--- src/rtl/fetch_stage.sv ---
// Instruction fetch stage: one outstanding imem request, IF/ID register with stall hold and redirect flush.
// Optional FETCH_PERF_COUNT_EN adds fetch and bubble performance counters.
module fetch_stage #(
  parameter logic [31:0] RESET_PC = 32'h0000_0060
) (
  input  logic        clk,
  input  logic        rst_n,
  output logic        imem_read,
  output logic [31:0] imem_address,
  input  logic        imem_resp,
  input  logic [31:0] imem_rdata,
  input  logic        stall_i,
  input  logic        redirect_i,
  input  logic [31:0] redirect_pc,
  output logic        if_valid,
  output logic [31:0] if_pc,
  output logic [31:0] if_instr,
  output logic [6:0]  opcode,
  output logic [2:0]  funct3,
  output logic [6:0]  funct7,
  output logic [4:0]  rd
`ifdef FETCH_PERF_COUNT_EN
  ,
  output logic [31:0] perf_fetch_count,
  output logic [31:0] perf_bubble_count
`endif
);

  localparam int unsigned XLEN = 32;
  localparam logic [XLEN-1:0] NOP = 32'h0000_0013;
  localparam logic [XLEN-1:0] INC = 32'd4;

  localparam logic [1:0] S_IDLE  = 2'd0;
  localparam logic [1:0] S_FETCH = 2'd1;
  localparam logic [1:0] S_HOLD  = 2'd2;
  localparam logic [1:0] S_DRAIN = 2'd3;

  logic [1:0]      state_q, state_d;
  logic [XLEN-1:0] pc_q, pc_d;
  logic [XLEN-1:0] req_addr_q, req_addr_d;
  logic            read_q, read_d;
  logic [XLEN-1:0] hold_pc_q, hold_pc_d;
  logic [XLEN-1:0] hold_instr_q, hold_instr_d;
  logic            if_valid_q, if_valid_d;
  logic [XLEN-1:0] if_pc_q, if_pc_d;
  logic [XLEN-1:0] if_instr_q, if_instr_d;
  logic            load;
  logic [XLEN-1:0] load_pc, load_instr;
  logic [XLEN-1:0] redir_pc;

  assign redir_pc = redirect_pc & 32'hFFFF_FFFC;

  // Next-state, PC and IF/ID update
  always_comb begin
    state_d      = state_q;
    pc_d         = pc_q;
    req_addr_d   = req_addr_q;
    hold_pc_d    = hold_pc_q;
    hold_instr_d = hold_instr_q;
    load         = 1'b0;
    load_pc      = '0;
    load_instr   = NOP;
    if_valid_d   = if_valid_q;
    if_pc_d      = if_pc_q;
    if_instr_d   = if_instr_q;

    case (state_q)
      S_IDLE: state_d = S_FETCH;
      S_FETCH: begin
        if (imem_resp) begin
          if (redirect_i) begin
            pc_d = redir_pc;
          end else if (stall_i) begin
            hold_pc_d    = req_addr_q;
            hold_instr_d = imem_rdata;
            pc_d         = req_addr_q + INC;
            state_d      = S_HOLD;
          end else begin
            load       = 1'b1;
            load_pc    = req_addr_q;
            load_instr = imem_rdata;
            pc_d       = req_addr_q + INC;
          end
        end else if (redirect_i) begin
          pc_d    = redir_pc;
          state_d = S_DRAIN;
        end
      end
      S_HOLD: begin
        if (redirect_i) begin
          pc_d         = redir_pc;
          hold_pc_d    = '0;
          hold_instr_d = '0;
          state_d      = S_FETCH;
        end else if (!stall_i) begin
          load       = 1'b1;
          load_pc    = hold_pc_q;
          load_instr = hold_instr_q;
          state_d    = S_FETCH;
        end
      end
      S_DRAIN: begin
        if (redirect_i) pc_d = redir_pc;
        if (imem_resp) state_d = S_FETCH;
      end
      default: state_d = S_IDLE;
    endcase

    // A new request address is taken on entry to FETCH and after every completion
    if (state_d == S_FETCH && (state_q != S_FETCH || imem_resp)) req_addr_d = pc_d;

    if (redirect_i) begin
      if_valid_d = 1'b0;
      if_pc_d    = '0;
      if_instr_d = NOP;
    end else if (stall_i) begin
      if_valid_d = if_valid_q;
    end else if (load) begin
      if_valid_d = 1'b1;
      if_pc_d    = load_pc;
      if_instr_d = load_instr;
    end else begin
      if_valid_d = 1'b0;
      if_pc_d    = '0;
      if_instr_d = NOP;
    end
  end

  assign read_d = (state_d == S_FETCH) || (state_d == S_DRAIN);

  always_ff @(posedge clk or negedge rst_n) begin
    if (!rst_n) begin
      state_q      <= S_IDLE;
      pc_q         <= RESET_PC;
      req_addr_q   <= RESET_PC;
      read_q       <= 1'b0;
      hold_pc_q    <= '0;
      hold_instr_q <= '0;
      if_valid_q   <= 1'b0;
      if_pc_q      <= '0;
      if_instr_q   <= NOP;
    end else begin
      state_q      <= state_d;
      pc_q         <= pc_d;
      req_addr_q   <= req_addr_d;
      read_q       <= read_d;
      hold_pc_q    <= hold_pc_d;
      hold_instr_q <= hold_instr_d;
      if_valid_q   <= if_valid_d;
      if_pc_q      <= if_pc_d;
      if_instr_q   <= if_instr_d;
    end
  end

  assign imem_read    = read_q;
  assign imem_address = req_addr_q;
  assign if_valid     = if_valid_q;
  assign if_pc        = if_pc_q;
  assign if_instr     = if_instr_q;
  assign opcode       = if_instr_q[6:0];
  assign funct3       = if_instr_q[14:12];
  assign funct7       = if_instr_q[31:25];
  assign rd           = if_instr_q[11:7];

`ifdef FETCH_PERF_COUNT_EN
  logic [XLEN-1:0] fetch_cnt_q, bubble_cnt_q;

  // Bubble: a non-stalled cycle whose IF/ID update carries no instruction
  always_ff @(posedge clk or negedge rst_n) begin
    if (!rst_n) begin
      fetch_cnt_q  <= '0;
      bubble_cnt_q <= '0;
    end else begin
      if (load) fetch_cnt_q <= fetch_cnt_q + 32'd1;
      if (!stall_i && !if_valid_d) bubble_cnt_q <= bubble_cnt_q + 32'd1;
    end
  end

  assign perf_fetch_count  = fetch_cnt_q;
  assign perf_bubble_count = bubble_cnt_q;
`endif

endmodule

--- config.mk ---
export PLATFORM = sky130hd
export DESIGN_NAME = fetch_stage
export DESIGN_NICKNAME = d
export VERILOG_FILES = /design/src/rtl/fetch_stage.sv
export SDC_FILE = /design/constraint.sdc
export NUM_CORES = 1
export LEC_CHECK = 0
export ABC_CLOCK_PERIOD_IN_PS = 3110
export BUFFER_PORTS_ARGS = -buffer_cell sky130_fd_sc_hd__buf_2
export CORE_MARGIN = 5
export CORE_UTILIZATION = 48
export CTS_CLUSTER_DIAMETER = 80
export DETAILED_ROUTE_END_ITERATION = 10
export PLACE_DENSITY_LB_ADDON = 0.3
export SLEW_MARGIN = 25
export SYNTH_ARGS = -nofsm -noshare
export SYNTH_HDL_FRONTEND = slang
export SYNTH_SLANG_ARGS = --single-unit
export TNS_END_PERCENT = 50
--- constraint.sdc ---
create_clock -name clk -period 3.11 [get_ports clk]
set_clock_uncertainty 0.2 [all_clocks]
set_input_delay 0.1555 -clock clk [delete_from_list [all_inputs] [get_ports clk]]
set_output_delay 0.1555 -clock clk [all_outputs]
set_load 0.01 [all_outputs]
==> flow_summary.ini, run 1 <==
[outcome]
status = complete, no violations

[sta]
fmax_ghz = 0.351
drv_slew = 0
finalSetupViolCount = 0
relSlewSlack = 0.514
rsz0062_at_grt = no
min_period_ps = 2850
finalHoldViolCount = 0
layout_setup_ws_ps = 261
fin_crit_sh = 0.916
worstMarginPinSlew_ps = 723
tns_ps = 0

[job]
max_cap_violations = 0

[synthesis]
syn_avg_cell_area_sq_um = 9.38
synth_edf_count = 0
yosysTopAreaCellShare = 0.506
async_flop_share = 1.00
synth_top_area_cell = dfrtp_1
synth.area.top_cells = dfrtp_1, nand2_1, o21ai_0
syn-num-nets = 1071
yosys_warnings = 0
yosysUniqueCellTypes = 62
synthesis.area_sq_mm = 0.00934
synth_ff_type = dfrtp_1
syn_inst = 996
ys_seq_area_frac = 0.526
ys_ff_latch = 196

[critical_path]
reg2reg_setup_slack_ps = 260
reg2reg_to = imem_address[20]$_DFFE_PN0P_
arrival_ps = 2970
cp_max_fo = 7
rr_worst_depth = 7
endpoint_kind = flip-flop
critPathLaunchType = flip-flop
r2r-start = imem_address[3]$_DFFE_PN0P_
critPathKind = flip-flop to flip-flop
required_ps = 3230

[placed_design]
preCtsSetupSlack_ps = 321
placed_cell_area_sq_mm = 0.0105
dpl.hpwl_mm = 17.5
portBuffers = 186
place.gp.congestion = 0.964

[floorplan]
initial_core_util = 0.483
dieArea_sq_mm = 0.0224
coreArea_sq_mm = 0.0193
die-width_microns = 150
io_pins = 189
die_y_microns = 150
core.rowCount = 51

[power_and_ir_drop]
p_seq_frac = 0.394
p_leak_nw = 5.51
p_int_mw = 6.02
power_frac_comb = 0.391
ir_drop_mv = 0.498
powerDensity_mw_per_mm2 = 851
p_sw_frac = 0.391
p_total_mw = 9.88
power_frac_clock = 0.215
power_switching_mw = 3.86

[routing]
via_per_inst = 5.63
remaining_drc_errors = 0
wl_mm = 26.4
ant_nets = 0
firstDrtPassIters = 6
drtIter0Drc = 748
routed-via-count = 8293
wire_per_inst_microns = 17.9

[layout]
final_layout_size_suffix_gt1_frac = 0.252
multi_input_area_sq_mm = 0.00391
fin_area_sq_mm = 0.0116
n_antenna_cell = 0
fill_cells = 1677
fin_util = 0.600
seq_area_sq_mm = 0.00491
nets = 1271
area_growth_pct = 24.3

[clock_tree]
clockBufferDepth = 2
cts_tree = done
path_clk_slew_ps = 70
cts_made_buffers = 17
clk_latency_ps = 440
cts_root_buf = clkbuf_16
cts.sinks = 196
htreeDepth = 4

[grt]
grt_antenna_before_repair = 2
grt_pass1_vias = 8088
grt_pass1_wl_mm = 43.1
grt_max_degree = 89
grt_overflow = 0
grt_util_all_layers = 0.241

[min_path]
min_to = pc_q[24]$_DFF_PN0_
hp-class = input pin to flip-flop
hp-start = redirect_pc[24]
whs_path_depth = 5
flip-flops by register name, indices dropped and copies added, names as in the netlist:
| signal | cells |
|---|---|
| if_pc | 32 |
| if_valid | 1 |
| hold_instr_q | 32 |
| hold_pc_q | 32 |
| imem_read | 1 |
| pc_q | 32 |
| state_q | 2 |
| imem_address | 32 |
| if_instr | 32 |
power by group through the flow:
stage / sequential (mW) / clock [mW] / combinational (mW)
after floorplan: 3.84 / 0 / 2.49
after global placement: 3.90 / 0 / 3.70
after detailed placement: 3.92 / 0 / 3.78
after CTS: 3.88 / 2.16 / 3.85
after global routing: 3.98 / 2.26 / 4.27
final: 3.89 / 2.12 / 3.86
area by class of cell:
type,instances,area share
inverter,20,0.00647
clock inverter,11,0.00884
sequential,196,0.423
tap,265,0.0286
multi-input combinational,680,0.337
clock buffer,20,0.0393
timing repair buffer,281,0.157
cells in the final DEF (no fill, tap or decap), types with 7 or more instances in the layout:
| cell type | netlist | layout |
|---|---|---|
| nand2_1 | 219 | 219 |
| dfrtp_1 | 189 | 189 |
| buf_2 | 9 | 185 |
| o21ai_0 | 152 | 152 |
| a22oi_1 | 70 | 70 |
| dlygate4sd3_1 | 0 | 57 |
| buf_4 | 22 | 36 |
| nor2_1 | 28 | 28 |
| mux2_2 | 28 | 28 |
| a21oi_1 | 21 | 21 |
| inv_1 | 18 | 18 |
| clkbuf_16 | 0 | 17 |
| o31ai_1 | 14 | 14 |
| nor3_1 | 13 | 13 |
| nand3_1 | 11 | 11 |
| xor2_1 | 9 | 9 |
| xnor2_1 | 9 | 9 |
| a221oi_1 | 8 | 8 |
| a22o_1 | 7 | 7 |
| dfstp_2 | 7 | 7 |
synth_stat cells (2+ instances only):
library cell and instances:
a221oi_1 8, o211ai_1 4, nor3_1 13, xnor2_1 9, clkbuf_1 62, o221a_2 2
a22oi_1 70, nand2_1 219, inv_1 18, and2_1 2, and4_1 2, buf_1 6
dfstp_2 7, ha_1 6, a31oi_1 5, o21ai_0 152, nor2b_1 2, nand4_1 6
nand2b_1 5, dfrtp_1 189, o21a_1 5, o31ai_1 14, buf_4 22, nand3_1 11
o22ai_1 5, or3_1 3, a32oi_1 3, mux2_2 28, or4_1 3, a22o_1 7
a2bb2oi_1 4, nor2_1 28, xor2_1 9, o221ai_1 6, buf_2 9, a21oi_1 21
nor4_1 6
worst max-delay path, stage by stage, from the launching register on:
cell and delay (ps):
dfrtp_1 490, ha_1 280, nand3_4 130, or4_1 610, o31a_1 320, o311ai_1 300
nand2_1 130, mux2_4 270
timing repair:
item,4_1_cts,5_1_grt
buffers inserted,0,0
hold buffers,57,0
endpoints found under the hold margin,176,0
gates resized for setup,0,0
worst max path at each step:
| stage | end | start |
|---|---|---|
| 6_report | imem_address[20]$_DFFE_PN0P_ | imem_address[3]$_DFFE_PN0P_ |
| 5_1_grt | imem_address[23]$_DFFE_PN0P_ | imem_address[9]$_DFFE_PN0P_ |
| 4_1_cts | imem_address[20]$_DFFE_PN0P_ | imem_address[3]$_DFFE_PN0P_ |
| 3_5_place_dp | imem_address[20]$_DFFE_PN0P_ | imem_address[3]$_DFFE_PN0P_ |
| 3_3_place_gp | imem_address[20]$_DFFE_PN0P_ | imem_address[3]$_DFFE_PN0P_ |
| 2_1_floorplan | imem_address[20]$_DFFE_PN0P_ | imem_address[2]$_DFFE_PN0P_ |
through the flow:
step,instances,hold WS [ps]
CTS,1473,4.74
global placement,1385,61.4
finish,1473,18.3
global route,1473,17.8
floorplan,996,-340
detailed placement,1385,58.9
cells by family (layout without fill, tap and decap cells):
logic type	Yosys count	after routing	share of synthesized area
buffers and inverters	120	332	0.0584
muxes	30	30	0.0364
xor gates and xnor gates	18	18	0.0169
and+or+nand+nor	308	308	0.141
DFF	196	196	0.526
AOI/OAI and AO/OA	318	318	0.214
adders and majority gates	6	6	0.00804
routing by layer:
| metal | GRT usage | share of wire | up-vias |
|---|---|---|---|
| li1 | - | - | 3888 |
| met1 | 0.341 | 0.43 | 3983 |
| met2 | 0.380 | 0.46 | 369 |
| met3 | 0.0442 | 0.078 | 49 |
| met4 | 0.0778 | 0.022 | 4 |
| met5 | 0 | 0.00057 | - |
(Power assumes the default switching activity.)
==> run 2, diff against run 1 <==
--- a/config.mk
+++ b/config.mk
@@ -12,6 +12,7 @@
 export CTS_CLUSTER_DIAMETER = 80
 export DETAILED_ROUTE_END_ITERATION = 10
 export PLACE_DENSITY_LB_ADDON = 0.3
+export RECOVER_POWER = 25
 export SLEW_MARGIN = 25
 export SYNTH_ARGS = -nofsm -noshare
 export SYNTH_HDL_FRONTEND = slang
==> run 2 against run 1 <==
  * The flow now finishes with violations (max-capacitance violations, max-slew violations)
  * Global-route usage did not move
  * Wire length rose by 0.27%
  * Critical path depth did not move
  * Clock-buffer cell count unchanged
  * Setup slack lost 5.3 ps
  * Largest cell class unchanged
  * Largest power group unchanged
  * Highest routed layer unchanged
==> flow_summary.ini, run 2 (synthesis results as in run 1) <==
[layout]
area_growth_pct = 23.6
fin_util = 0.597
n_antenna_cell = 0
layout_common_cells = nand2_1, dfrtp_1, o21ai_0
nets = 1271
final_layout_size_suffix_gt1_frac = 0.216
final_common_cell = nand2_1

[clock_tree]
cts_tree = done
clockBufferDepth = 2
cts_root_buf = clkbuf_16
cts.sinks = 196
path_clk_slew_ps = 70
cts_made_buffers = 17
htreeDepth = 4
clk_latency_ps = 440
cts_resized = 0
post_cts_buffers = 0

[floorplan]
dieArea_sq_mm = 0.0224
core.rowCount = 51
io_pins = 189
coreArea_sq_mm = 0.0193
initial_core_util = 0.483
die-width_microns = 150
die_y_microns = 150

[outcome]
status = complete, but fails checks
violations = max-capacitance violations, max-slew violations

[critical_path]
cp_max_fo = 7
endpoint_kind = flip-flop
reg2reg_setup_slack_ps = 260
required_ps = 3230
arrival_ps = 2980
critPathKind = flip-flop to flip-flop
critPathLaunchType = flip-flop

[sta]
min_period_ps = 2850
worstMarginPinSlew_ps = 2220
finalSetupViolCount = 0
drv_slew = 88
fin_crit_sh = 0.918
relSlewSlack = -0.481
finalHoldViolCount = 0
rsz0062_at_grt = no
fmax_ghz = 0.350
tns_ps = 0

[routing]
wire_per_inst_microns = 18.0
routed-via-count = 8307
wl_mm = 26.5
drtIter0Drc = 671
via_per_inst = 5.64
remaining_drc_errors = 0
ant_nets = 0
firstDrtPassIters = 5

[power_and_ir_drop]
ir_drop_mv = 0.503
p_leak_nw = 5.32
powerDensity_mw_per_mm2 = 855

[placed_design]
place.gp.congestion = 0.964
portBuffers = 186
dpl.hpwl_mm = 17.5

[grt]
grt_pass1_wl_mm = 43.1
grt_util_all_layers = 0.241
grt_max_degree = 89
grt_overflow = 0
grt_antenna_before_repair = 2
grt_pass1_vias = 8088

[job]
max_cap_violations = 1

[min_path]
hp-class = input pin to flip-flop
-- run 2: path summary, 6_finish.rpt --
kind / to / cells past startpoint / startpoint
setup / recovery: imem_address[20]$_DFFE_PN0P_ / 7 / imem_address[3]$_DFFE_PN0P_
hold / removal: pc_q[24]$_DFF_PN0_ / 5 / redirect_pc[24]
setup reg to reg: imem_address[20]$_DFFE_PN0P_ / 7 / imem_address[3]$_DFFE_PN0P_
hold reg to reg: if_instr[0]$_DFFE_PN1P_ / 2 / if_instr[0]$_DFFE_PN1P_
max in group asynchronous: if_instr[20]$_DFFE_PN0P_ / 3 / rst_n
min in group asynchronous: pc_q[9]$_DFF_PN0_ / 2 / rst_n
-- run 2: layout make-up --
type	count	area, sq um
fillers	1699	7790
inverters	20	75.1
clock inverters	11	103
well taps	265	332
flip-flops and latches	196	4910
repair buffers	281	1760
clock buffers	20	457
multi-input cells	680	3910
-- run 2: metrics by stage --
stage / power, mW / area (sq um) / hold slack (ps) / worst slack (ps) / std cells
6_report: 9.87 / 11500 / 4.21 / 256 / 1473
5_1_grt: 10.5 / 11500 / 17.8 / 131 / 1473
4_1_cts: 9.89 / 11600 / 4.74 / 312 / 1473
3_5_place_dp: 7.70 / 10500 / 58.9 / 321 / 1385
3_3_place_gp: 7.60 / 10500 / 61.4 / 363 / 1385
2_1_floorplan: 6.33 / 9340 / -340 / 457 / 996
-- run 2: what timing repair did --
item                       CTS  global route
hold endpoints to repair   176             0
hold buffers                57             0
setup endpoints to repair    0             0
-- run 2: metal layers --
layer | global-route usage | up-vias | part of all wire
li1 | - | 3888 | -
met1 | 0.341 | 4006 | 0.44
met3 | 0.0442 | 41 | 0.076
met2 | 0.380 | 368 | 0.47
met4 | 0.0778 | 4 | 0.020
met5 | 0 | - | 0.00057
-- run 2: critical path: stages, from the launching register on --
cell      delay (ps)
dfrtp_1          490
ha_1             280
nand3_4          140
or4_1            610
o31a_1           320
o311ai_1         300
nand2_1          130
mux2_4           270
-- run 2: power by group --
part           leakage, nW  switching [mW]  internal, mW
clock                0.269           0.975          1.15
sequential            2.57           0.601          3.30
combinational         2.48            2.29          1.56
